[src/rtl/reset_sequencer.sv]
// reset_sequencer: drives one pulse-generator enable per request, tracks the
// active-low reset pulse, waits a boot delay and reports the target ready.
// Ports:
//   clk, rst        rising-edge clock, async active-high reset
//   req             level request, sampled only while idle
//   boot_wait       post-release wait in cycles, latched on accept
//   ack             one-cycle strobe when a sequence ends (ok or timeout)
//   busy            high whenever the sequencer is not idle
//   rst_enable      one-cycle enable to the pulse generator
//   rst_active_low  pulse generator output, low holds the target in reset
//   target_ready    high from a successful finish until the next accept
//   timeout_err     sticky timeout flag, cleared on the next accept
//   seq_count       successful sequences, wraps at 16 bits
module reset_sequencer #(
    parameter logic [23:0] TIMEOUT_CYCLES = 24'd25_000_000,
    parameter logic [15:0] HOLDOFF_CYCLES = 16'd1_000
) (
    input  logic        clk,
    input  logic        rst,
    input  logic        req,
    input  logic [23:0] boot_wait,
    output logic        ack,
    output logic        busy,
    output logic        rst_enable,
    input  logic        rst_active_low,
    output logic        target_ready,
    output logic        timeout_err,
    output logic [15:0] seq_count
);

    typedef enum logic [2:0] {
        IDLE,
        FIRE,
        WAIT_LOW,
        WAIT_HIGH,
        BOOT,
        DONE,
        HOLDOFF
    } state_t;

    state_t      state;
    logic [23:0] bw_q;
    logic [23:0] tmo;
    logic [23:0] bcnt;
    logic [15:0] hcnt;

    logic tmo_end;
    logic boot_end;
    logic hold_end;

    // ">=" because leaving WAIT_LOW on the terminal count still
    // advances tmo, so WAIT_HIGH must time out on the following edge.
    assign tmo_end  = (tmo >= TIMEOUT_CYCLES - 24'd1);
    assign boot_end = (bw_q == 24'd0) || (bcnt == bw_q - 24'd1);
    assign hold_end = (HOLDOFF_CYCLES == 16'd0) ||
                      (hcnt == HOLDOFF_CYCLES - 16'd1);

    always_ff @(posedge clk or posedge rst) begin
        if (rst) begin
            state        <= IDLE;
            bw_q         <= '0;
            tmo          <= '0;
            bcnt         <= '0;
            hcnt         <= '0;
            ack          <= 1'b0;
            busy         <= 1'b0;
            rst_enable   <= 1'b0;
            target_ready <= 1'b0;
            timeout_err  <= 1'b0;
            seq_count    <= '0;
        end else begin
            ack        <= 1'b0;
            rst_enable <= 1'b0;
            unique case (state)
                IDLE: begin
                    if (req) begin
                        bw_q         <= boot_wait;
                        target_ready <= 1'b0;
                        timeout_err  <= 1'b0;
                        rst_enable   <= 1'b1;
                        busy         <= 1'b1;
                        state        <= FIRE;
                    end
                end
                FIRE: begin
                    tmo   <= '0;
                    state <= WAIT_LOW;
                end
                WAIT_LOW: begin
                    // The awaited edge takes priority over the timeout.
                    if (!rst_active_low) begin
                        tmo   <= tmo + 24'd1;
                        state <= WAIT_HIGH;
                    end else if (tmo_end) begin
                        timeout_err <= 1'b1;
                        ack         <= 1'b1;
                        hcnt        <= '0;
                        state       <= HOLDOFF;
                    end else begin
                        tmo <= tmo + 24'd1;
                    end
                end
                WAIT_HIGH: begin
                    if (rst_active_low) begin
                        bcnt  <= '0;
                        state <= BOOT;
                    end else if (tmo_end) begin
                        timeout_err <= 1'b1;
                        ack         <= 1'b1;
                        hcnt        <= '0;
                        state       <= HOLDOFF;
                    end else begin
                        tmo <= tmo + 24'd1;
                    end
                end
                BOOT: begin
                    // A new fall means the generator re-fired; tmo is kept.
                    if (!rst_active_low) begin
                        state <= WAIT_HIGH;
                    end else if (boot_end) begin
                        ack          <= 1'b1;
                        target_ready <= 1'b1;
                        seq_count    <= seq_count + 16'd1;
                        state        <= DONE;
                    end else begin
                        bcnt <= bcnt + 24'd1;
                    end
                end
                DONE: begin
                    hcnt  <= '0;
                    state <= HOLDOFF;
                end
                HOLDOFF: begin
                    if (hold_end) begin
                        busy  <= 1'b0;
                        state <= IDLE;
                    end else begin
                        hcnt <= hcnt + 16'd1;
                    end
                end
                default: begin
                    busy  <= 1'b0;
                    state <= IDLE;
                end
            endcase
        end
    end

endmodule

[config.mk]
export PLATFORM = sky130hd
export DESIGN_NAME = reset_sequencer
export DESIGN_NICKNAME = d
export VERILOG_FILES = /design/src/rtl/reset_sequencer.sv
export SDC_FILE = /design/constraint.sdc
export NUM_CORES = 1
export LEC_CHECK = 0
export CELL_PAD_IN_SITES_DETAIL_PLACEMENT = 1
export CELL_PAD_IN_SITES_GLOBAL_PLACEMENT = 1
export CORE_MARGIN = 2
export CORE_UTILIZATION = 49
export CTS_CLUSTER_SIZE = 10
export DETAILED_ROUTE_END_ITERATION = 16
export GPL_ROUTABILITY_DRIVEN = 0
export PLACE_DENSITY = 0.94
export SETUP_SLACK_MARGIN = 0.02
export SLEW_MARGIN = 20
export SYNTH_ARGS = -nofsm -noshare
export SYNTH_HDL_FRONTEND = slang
export SYNTH_SLANG_ARGS = --single-unit
[constraint.sdc]
create_clock -name clk -period 6.5 [get_ports clk]
set_clock_uncertainty 0.1 [all_clocks]
set_input_delay 0.975 -clock clk [delete_from_list [all_inputs] [get_ports clk]]
set_output_delay 0.975 -clock clk [all_outputs]
set_load 0.1 [all_outputs]
==> results.md, run 1 <==
* Hold-fix buffers at CTS at 0
* Final std cells w/o fill at 924
* Metal3 WL at 657 µm
* Setup TNS Final at 0 ps
* Post-layout nets at 777
* Largest net degree at the start of global routing at 65
* CP startpoint kind: register
* Slew Limit Headroom at 30.1%
* Synth Area in Adders at 1.14%
* Outcome: complete, no violations
* DRT Wirelength at 19.2 mm
* DR pass1 iterations at 5
* Ranking of synthesized cells by area: dfrtp_1 43%, o21ai_0 4.5%, xnor2_1 4.1%, mux2_2 3.9%, nand2_1 3.9%
* Chip Width at 120 µm
* Drt initial violations at 311
* Initial Util at 49.9%
* Post-synthesis xor/xnor area fraction at 8.01%
* Peak VDD IR at 181 µV
* Uppermost layer routed: met4
* Worst hold endpoint: seq_count[15]$_DFFE_PP0P_
* CP cell instances: inv_1, ha_1, nor3b_2, nand4_1, or3_1, o31a_1, or4_4, o21ai_2, and2b_1, and4_1, xor2_1
* Remaining antenna violation count at 0
* CP arrival at 4520 ps
* Clock Pin Slew Worst Setup and Hold Paths at 80 ps
* Placed Area at 0.00713 mm²
* FF+latch area at 0.00280 mm²
* Clock Latency Late Sink at 370 ps
* Post-synth top area share at 42.7%
* Routed wl met2 at 10.3 mm
* Worst path max stage delay at 560 ps
* Hold Crit Depth at 1
* IO Port Bufs at 48
* Setup repair bufs after CTS at 0
* Wire length per cell at 20.7 µm
* Worst path required time at 6680 ps
* Clock sink count at 112
* Area leader, netlist: dfrtp_1
* Io pins at 49
* PD cells at 345 mW/mm²
* Count leader, synth: dfrtp_1
* Critical-path maximum fanout at 18
* Post-DR vias/cell at 6.34
* Synth Area per Inst at 9.15 µm²
* Min-delay src: seq_count[15]$_DFFE_PP0P_
* Inst Count DP at 908
* DP HPWL at 13.6 mm
* Final hold violations at 0
* Cell area after layout at 0.00742 mm²
* M1 WL at 7.85 mm
* CTS tree: built
* Syn Nets at 751
* Total gr overflow at 0
* Reg-to-reg critical path endpoint: seq_count[4]$_DFFE_PP0P_
* Vias in the first global route at 6414
* Fillcell total at 1506
* Synth top cells by count: 112 x dfrtp_1, 69 x nand2_1, 59 x o21ai_0
* GRT Total Usage at 28.3%
* Chip height at 120 µm
* Largest family of logic cells by synthesized area: simple AND/OR/NAND/NOR gates
* DRC at 0
* Post-CTS sizing at 0
* Seq cells post-synth at 112
* Max Slew Vio Count at 0
* Cell Area, Synth at 0.00656 mm²
* Yosys cell types at 66
* RSZ-0062 raised after global routing: false
* Synth Area in Compound Gates at 17.1%
* Initial antenna violation count at 0
* Post-Synth Simple-Gate Area at 23.6%
* ANT cells at 0
* Area of the multi-input gates at 0.00354 mm²
* Via Count at 5859
* Number of max-cap violations at 0
* Syn Inst Count at 717
* Hold Path Class: reg -> reg
* Die ar. at 0.0143 mm²
* H-tree Lvls at 3
* Worst reg2reg path depth at 11
* Sequential element share of the synthesized area at 42.7%
* Reg2Reg Setup Slack at 2160 ps
* Prevailing post-synth register cell: dfrtp_1
* Crit Path Category: reg -> reg
* Tcrit/Tclk final at 66.7%
* Core ar. at 0.0131 mm²
* Area Overhead vs Synth at 13.2%
* Worst R2R Start: bw_q[0]$_DFFE_PP0P_
* Critical-path top delay cell: and2b_1
* Final setup viols at 0
* FP Rows at 42
* Util after Layout at 56.5%
* Share of flip-flops with an asynchronous set or reset at 100%
* Total CTS buffers at 9
* FMAX at 0.231 GHz
* Post-synth EDFFs at 0
* CTS root buffer: clkbuf_16
* Share of post-route cells with drive strength above 1 at 8.29%
* YS warnings at 0
* Worst-Margin Slew at 1040 ps
* Global-route wire length before repair at 32.5 mm
* Post-layout minimum cycle time at 4340 ps
* Clock Tree Buf Depth at 2
* CP Capture Type: register
* Mux share of post-synthesis cell area at 3.95%
* Pleak at 3.07 nW
[cells in the final DEF (no fill, tap or decap), drive strengths merged, types with 23 or more instances in the layout]
cell type      instances
xor2                  29
mux2                  23
clkdlybuf4s50         48
a21oi                 31
and3                  26
nand2                 69
nor2                  48
dfrtp                112
nand3                 33
xnor2                 31
o21ai                 61
[metal layers]
metal	up-vias	global-route usage, %
met1	3023	33.5
met5	-	0
met3	28	5.42
met2	117	51.3
li1	2691	-
met4	0	9.93
[cells by family (layout without fill, tap and decap cells)]
group	Yosys count	in the layout
AND/OR/NAND/NOR	288	288
AO/OA/AOI/OAI	175	175
flip-flops	112	112
XOR/XNOR	60	60
buffers and inverters	53	84
multiplexers	23	23
adder cells (fa/ha/maj)	6	6
[worst max path at each step]
stage	end	start	slack, ps
6_report	seq_count[4]$_DFFE_PP0P_	bw_q[0]$_DFFE_PP0P_	2160
5_1_grt	seq_count[4]$_DFFE_PP0P_	bw_q[0]$_DFFE_PP0P_	1870
4_1_cts	seq_count[4]$_DFFE_PP0P_	bw_q[0]$_DFFE_PP0P_	2200
3_5_place_dp	hcnt[15]$_DFFE_PP0P_	rst_active_low	2050
3_3_place_gp	hcnt[15]$_DFFE_PP0P_	rst_active_low	2330
2_1_floorplan	ack$_DFF_PP0_	rst	2470
[sequential cells by signal, summed over array words and instances, names as in the netlist]
| register | count |
|---|---|
| timeout_err | 1 |
| bw_q | 24 |
| ack | 1 |
| state | 3 |
| seq_count | 16 |
| bcnt | 24 |
| busy | 1 |
| tmo | 24 |
| target_ready | 1 |
| hcnt | 16 |
| rst_enable | 1 |
[where the power goes]
group	internal, W	total [W]	switching [W]
sequential	0.000819	0.00106	0.000236
combinational	0.000362	0.000948	0.000586
clock	0.000268	0.000556	0.000287
[critical path: cells and delay by family, from the launching register on]
kind / cells / cell delay, ps
xor+xnor: 1 / 160
buf+inv: 1 / 130
fa+ha+maj: 1 / 230
compound gates: 2 / 520
simple gates: 6 / 2650
flops: 1 / 440
[final cells by class]
class                   instances  area share [%]
repair buffers                 51            6.78
multi-input cells             552            47.7
clock buffers                   9            3.03
flip-flops and latches        112            37.8
inverters                      17           0.893
clock inverters                 7           0.860
well taps                     176            2.97
[stage by stage]
stage | power, W | setup WS [ps] | hold WS [ps]
after floorplan | 0.00171 | 2470 | 351
after global placement | 0.00190 | 2330 | 362
after detailed placement | 0.00199 | 2050 | 373
after CTS | 0.00255 | 2200 | 384
after global routing | 0.00272 | 1870 | 417
final | 0.00256 | 2160 | 378
Power figures use the tool's default switching activity.
==> run 2: changes to the inputs <==
Settings changed: CORE_UTILIZATION 49 to 41, PLACE_DENSITY 0.94 to 0.85.
Clock period 6.5 ns to 3.9 ns, I/O delays scaled along.
==> run 2 against run 1 <==
Effect of this change: sequential power is 64% higher; critical path depth is 1 lower; critical path type unchanged; final area is 1.9% higher; flip-flop and latch count stayed put; non-clock buffer count is 11 higher; total power is 67% higher; combinational power is 73% higher; clock power is 61% higher; setup slack worse by 2000 ps; via count is 0.24% lower; die area is 19% higher.
==> results.md, run 2 (same netlist as run 1, synthesis figures left out) <==
* Outcome: complete, no violations
* ANT cells at 0 (unchanged)
* Hold-fix buffers at CTS at 0 (unchanged)
* Chip height at 130 µm (+9.0%)
* Slew Limit Headroom at 34.1% (+4.0 points)
* Clock Pin Slew Worst Setup and Hold Paths at 80 ps (about the same)
* DRT Wirelength at 19.0 mm (-0.92%)
* IO Port Bufs at 48 (unchanged)
* Initial Util at 41.6% (-8.3 points)
* Total CTS buffers at 9 (unchanged)
* Io pins at 49 (unchanged)
* Wire length per cell at 19.5 µm (-6.0%)
* DP HPWL at 13.6 mm (-0.35%)
* GRT Total Usage at 23.4% (-4.9 points)
* Clock Tree Buf Depth at 2 (unchanged)
* Remaining antenna violation count at 0 (unchanged)
* Total gr overflow at 0 (unchanged)
* Post-layout nets at 788 (+1.4%)
* CTS root buffer: clkbuf_16
* Tcrit/Tclk final at 95.0% (+28 points)
* Commonest non-fill, non-tap cell in the layout: dfrtp_1
* Drt initial violations at 353 (+14%)
* Final hold violations at 0 (unchanged)
* Largest registers: bcnt x24, bw_q x24, tmo x24
* Hold Path Class: reg -> reg
* Die ar. at 0.0170 mm² (+19%)
* FMAX at 0.270 GHz (+17%)
* CP startpoint kind: register
* H-tree Lvls at 3 (unchanged)
* Fillcell total at 1814 (+20%)
* Post-DR vias/cell at 6.00 (-5.4%)
* Setup TNS Final at 0 ps (unchanged)
* Global-route wire length before repair at 31.7 mm (-2.6%)
* Most frequent cells in the layout: 112 x dfrtp_1, 69 x nand2_1, 59 x o21ai_0
* Placed Area at 0.00727 mm² (+1.9%)
* CP arrival at 3890 ps (-630 ps)
* FP Rows at 46 (+9.5%)
* Worst path required time at 4090 ps (-2590 ps)
* Max Slew Vio Count at 0 (unchanged)
* Share of post-route cells with drive strength above 1 at 9.50% (+1.2 points)
* Worst-Margin Slew at 986 ps (-58.7 ps)
* Pleak at 3.13 nW (+1.8%)
* DR pass1 iterations at 4 (-1)
* Initial antenna violation count at 0 (unchanged)
* Via Count at 5845 (-0.24%)
* Post-layout minimum cycle time at 3710 ps (-630 ps)
* Area Overhead vs Synth at 15.3%
* Largest net degree at the start of global routing at 72 (+11%)
* DRC at 0 (unchanged)
* CP Capture Type: register
* Cell area after layout at 0.00756 mm² (+1.9%)
* Critical-path maximum fanout at 18 (unchanged)
* Clock Latency Late Sink at 370 ps (about the same)
* Dpl ws at 207 ps (-1850 ps)
* PD cells at 565 mW/mm² (+64%)
* Number of max-cap violations at 0 (unchanged)
* RSZ-0062 raised after global routing: false
* Core ar. at 0.0158 mm² (+20%)
* Min-delay src: seq_count[15]$_DFFE_PP0P_
* Chip Width at 130 µm (+9.0%)
* Crit Path Category: reg -> reg
* CTS tree: built
* Final setup viols at 0 (unchanged)
* Peak VDD IR at 364 µV (+100%)
* Vias in the first global route at 6379 (-0.55%)
* Final worst slack at 194 ps (-1970 ps)
* Clock sink count at 112 (unchanged)
* FF+latch area at 0.00280 mm² (unchanged)
* Setup crit start: bw_q[4]$_DFFE_PP0P_
* Area of the multi-input gates at 0.00355 mm² (+0.32%)
* Worst R2R Start: bw_q[4]$_DFFE_PP0P_
## run 2: cell types whose count changed in the layout (fill, tap and decap cells not counted), sizes merged
cell	before	now
buf	3	14
clkbuf	9	11
inv	20	18
clkinv	3	2
## run 2: report_power, final
group / leakage (nW) / total (W) / internal [W] / switching (W)
Combinational: 1.50 / 0.00164 / 0.000645 / 0.000993
Clock: 0.132 / 0.000893 / 0.000451 / 0.000442
Sequential: 1.50 / 0.00174 / 0.00137 / 0.000376
## run 2: cell type report
class	count	area share, %
clock buffer	11	3.21
clock inverter	4	0.397
inverter	17	0.877
multi-input combinational	552	47.0
sequential	112	37.1
tap	216	3.57
timing repair buffer	62	7.91
## run 2: metrics by stage
stage                     hold WS [ps]  std cells  util (%)  power (W)
after floorplan                    351        717         -    0.00286
after global placement             364        958      46.1    0.00325
after detailed placement           365        958      46.1    0.00337
after CTS                          380        973      47.8    0.00429
after global routing               402        974      48.0    0.00456
final                              374        974      48.0    0.00427
## run 2: routing by layer
layer,vias up,GRT usage [%],part of all wire [%]
met5,-,0,0
met2,138,42.1,52
met4,0,8.45,2.5
met3,45,5.54,4.4
met1,2944,27.3,41
li1,2718,-,-
## run 2: timing repair
item,4_1_cts,5_1_grt
buffers inserted,0,1
endpoints found under the setup margin,0,9
resized for setup,0,2
## run 2: final timing paths
| kind | end | cells after the start | slack (ps) |
|---|---|---|---|
| hold reg to reg | seq_count[15]$_DFFE_PP0P_ | 1 | 370 |
| setup reg to reg | seq_count[4]$_DFFE_PP0P_ | 10 | 190 |
| setup / recovery | seq_count[4]$_DFFE_PP0P_ | 10 | 190 |
| hold / removal | seq_count[15]$_DFFE_PP0P_ | 1 | 370 |
| max in group asynchronous | hcnt[6]$_DFFE_PP0P_ | 3 | 2390 |
| min in group asynchronous | timeout_err$_DFFE_PP0P_ | 2 | 520 |
## run 2: critical path, cell delays in order (launching register included)
cell       delay [ps]
dfrtp_1           500
or4_1             680
or4_4             500
or4b_1            520
nand3_1           110
nand4bb_2         190
o21ai_4           260
and2b_1           160
buf_4             210
and4_1            230
xor2_1            160
==> run 3: changes to the inputs <==
Settings changed: CORE_UTILIZATION 41 to 43, CTS_BUF_LIST set to sky130_fd_sc_hd__clkbuf_8, PLACE_DENSITY 0.85 to not set, PLACE_DENSITY_LB_ADDON set to 0.15.
==> run 3 against run 2 <==
Effect of this change: via count fell by 1.2%; total power fell by 0.98%; critical path type unchanged; highest routed layer unchanged; critical path depth did not move; first-iteration DRC count fell by 30%; core utilization rose by 1.9 points.
==> results.md, run 3 (same netlist as run 1, synthesis figures left out) <==
* Outcome: complete, no violations
* Setup crit start: bw_q[8]$_DFFE_PP0P_
* Clock Pin Slew Worst Setup and Hold Paths at 110 ps (+30 ps)
* Power share of the clock group at 20.7% (-0.2 points)
* Reg2Reg Setup Slack at 220 ps (+20 ps)
* Switching pwr at 0.00177 W (-2.3%)
* DP HPWL at 13.2 mm (-2.9%)
* Initial Util at 43.6% (+2.0 points)
* Via Count at 5776 (-1.2%)
* DRT Wirelength at 18.3 mm (-3.5%)
* CTS root buffer: clkbuf_8
* Chip height at 128 µm (-2.3%)
* Vias in the first global route at 6132 (-3.9%)
* DR pass1 iterations at 4 (unchanged)
* Setup repair bufs after CTS at 0 (unchanged)
* Total gr overflow at 0 (unchanged)
* Crit Path Category: reg -> reg
* Post-DR vias/cell at 6.10 (+1.6%)
* CP startpoint kind: register
* Final hold violations at 0 (unchanged)
* Post-layout nets at 788 (unchanged)
* Clock Tree Buf Depth at 2 (unchanged)
* Final setup viols at 0 (unchanged)
* Worst R2R Start: bw_q[8]$_DFFE_PP0P_
* ANT cells at 0 (unchanged)
* DRC at 0 (unchanged)
* Routed wl met2 at 9.46 mm (-5.1%)
* Remaining antenna violation count at 0 (unchanged)
* FMAX at 0.271 GHz (+0.59%)
* Switching Share at 41.8% (-0.56 points)
* Clock sink count at 112 (unchanged)
* Share of post-route cells with drive strength above 1 at 9.62% (+0.12 points)
* Die ar. at 0.0163 mm² (-4.5%)
* Post-CTS sizing at 0 (unchanged)
* Worst path required time at 4120 ps (+30 ps)
* Wire length per cell at 19.3 µm (-0.76%)
* CP Capture Type: register
* Chip Width at 128 µm (-2.3%)
* Io pins at 49 (unchanged)
* Largest net degree at the start of global routing at 59 (-18%)
* CP arrival at 3900 ps (about the same)
* Setup TNS Final at 0 ps (unchanged)
* Max Slew Vio Count at 0 (unchanged)
* Reg-to-reg critical path endpoint: seq_count[3]$_DFFE_PP0P_
* Sequential fraction of design power at 40.8% (about the same)
* Hold-fix buffers at CTS at 0 (unchanged)
* Clock Latency Late Sink at 390 ps (+20 ps)
* Hold Path Class: reg -> reg
* Critical-path maximum fanout at 18 (unchanged)
* Slew Limit Headroom at 32.7% (-1.4 points)
* Worst reg2reg path depth at 10 (unchanged)
* RSZ-0062 raised after global routing: false
* CTS tree: built
* Core ar. at 0.0150 mm² (-4.7%)
* Initial antenna violation count at 0 (unchanged)
* Area Overhead vs Synth at 14.3%
* Total CTS buffers at 9 (unchanged)
* IO Port Bufs at 48 (unchanged)
* M1 WL at 8.01 mm (+4.1%)
* Internal Pwr Total at 0.00246 W (about the same)
* Post-layout minimum cycle time at 3680 ps (-21.7 ps)
* Dpl ws at 246 ps (+39.7 ps)
* Metal3 WL at 557 µm (-34%)
* Number of max-cap violations at 0 (unchanged)
* H-tree Lvls at 3 (unchanged)
* Uppermost layer routed: met4
* Global-route wire length before repair at 30.7 mm (-3.0%)
* Final worst slack at 216 ps (+21.7 ps)
* Peak VDD IR at 306 µV (-16%)
* End of the critical path: seq_count[3]$_DFFE_PP0P_
* Worst hold slack at 387 ps (+13.0 ps)
* PD cells at 564 mW/mm² (-0.10%)
* Drt initial violations at 246 (-30%)
* Commonest non-fill, non-tap cell in the layout: dfrtp_1
* Gate power share at 38.6% (+0.3 points)
* Worst-Margin Slew at 1010 ps (+20.8 ps)
* Pleak at 3.12 nW (-0.39%)
* Most frequent cells in the layout: 112 x dfrtp_1, 69 x nand2_1, 59 x o21ai_0
* FP Rows at 45 (-2.2%)
* GRT Total Usage at 23.5% (+0.063 points)
* Largest registers: bcnt x24, bw_q x24, tmo x24
* Tcrit/Tclk final at 94.5% (-0.56 points)
-- run 3: power by group through the flow --
| stage | Combinational, W | Clock (W) | Sequential (W) |
|---|---|---|---|
| floorplan | 0.00127 | 0 | 0.00159 |
| global placement | 0.00156 | 0 | 0.00172 |
| detailed placement | 0.00163 | 0 | 0.00175 |
| CTS | 0.00164 | 0.000899 | 0.00172 |
| global route | 0.00183 | 0.000936 | 0.00177 |
| finish | 0.00163 | 0.000874 | 0.00172 |
-- run 3: layout make-up --
type | instances | area (µm²)
Clock buffer | 10 | 138
Clock inverter | 6 | 115
Fill cell | 1736 | 7540
Inverter | 17 | 66.3
Multi-Input combinational cell | 552 | 3540
Sequential cell | 112 | 2800
Tap cell | 188 | 235
Timing Repair Buffer | 62 | 598
-- run 3: worst min-delay path by stage --
stage | startpoint | to | cells past startpoint
floorplan | tmo[22]$_DFFE_PP0P_ | tmo[22]$_DFFE_PP0P_ | 1
finish | seq_count[15]$_DFFE_PP0P_ | seq_count[15]$_DFFE_PP0P_ | 1
CTS | seq_count[15]$_DFFE_PP0P_ | seq_count[15]$_DFFE_PP0P_ | 1
detailed placement | seq_count[15]$_DFFE_PP0P_ | seq_count[15]$_DFFE_PP0P_ | 1
global placement | seq_count[15]$_DFFE_PP0P_ | seq_count[15]$_DFFE_PP0P_ | 1
global route | seq_count[5]$_DFFE_PP0P_ | seq_count[5]$_DFFE_PP0P_ | 1
-- run 3: stage by stage --
| step | total power (W) | area [µm²] | utilization (%) | cells |
|---|---|---|---|---|
| floorplan | 0.00286 | 6560 | - | 717 |
| global placement | 0.00328 | 7240 | 48.1 | 931 |
| detailed placement | 0.00338 | 7240 | 48.2 | 931 |
| CTS | 0.00426 | 7500 | 49.9 | 947 |
| global route | 0.00453 | 7500 | 49.9 | 947 |
| finish | 0.00423 | 7500 | 49.9 | 947 |
-- run 3: worst max-delay path, stage by stage (launching register included) --
cell and delay, ps:
dfrtp_1 480, or4_1 650, or4_4 560, nor3_2 170
a21oi_1 80, or4_4 560, o21ai_2 230, and2b_1 170
buf_4 220, and4_1 240, xor2_1 150
-- run 3: layer usage --
| layer | GRT usage (%) | up-vias |
|---|---|---|
| li1 | - | 2727 |
| met1 | 28.8 | 2937 |
| met2 | 41.8 | 91 |
| met3 | 3.98 | 21 |
| met4 | 8.08 | 0 |
| met5 | 0 | - |
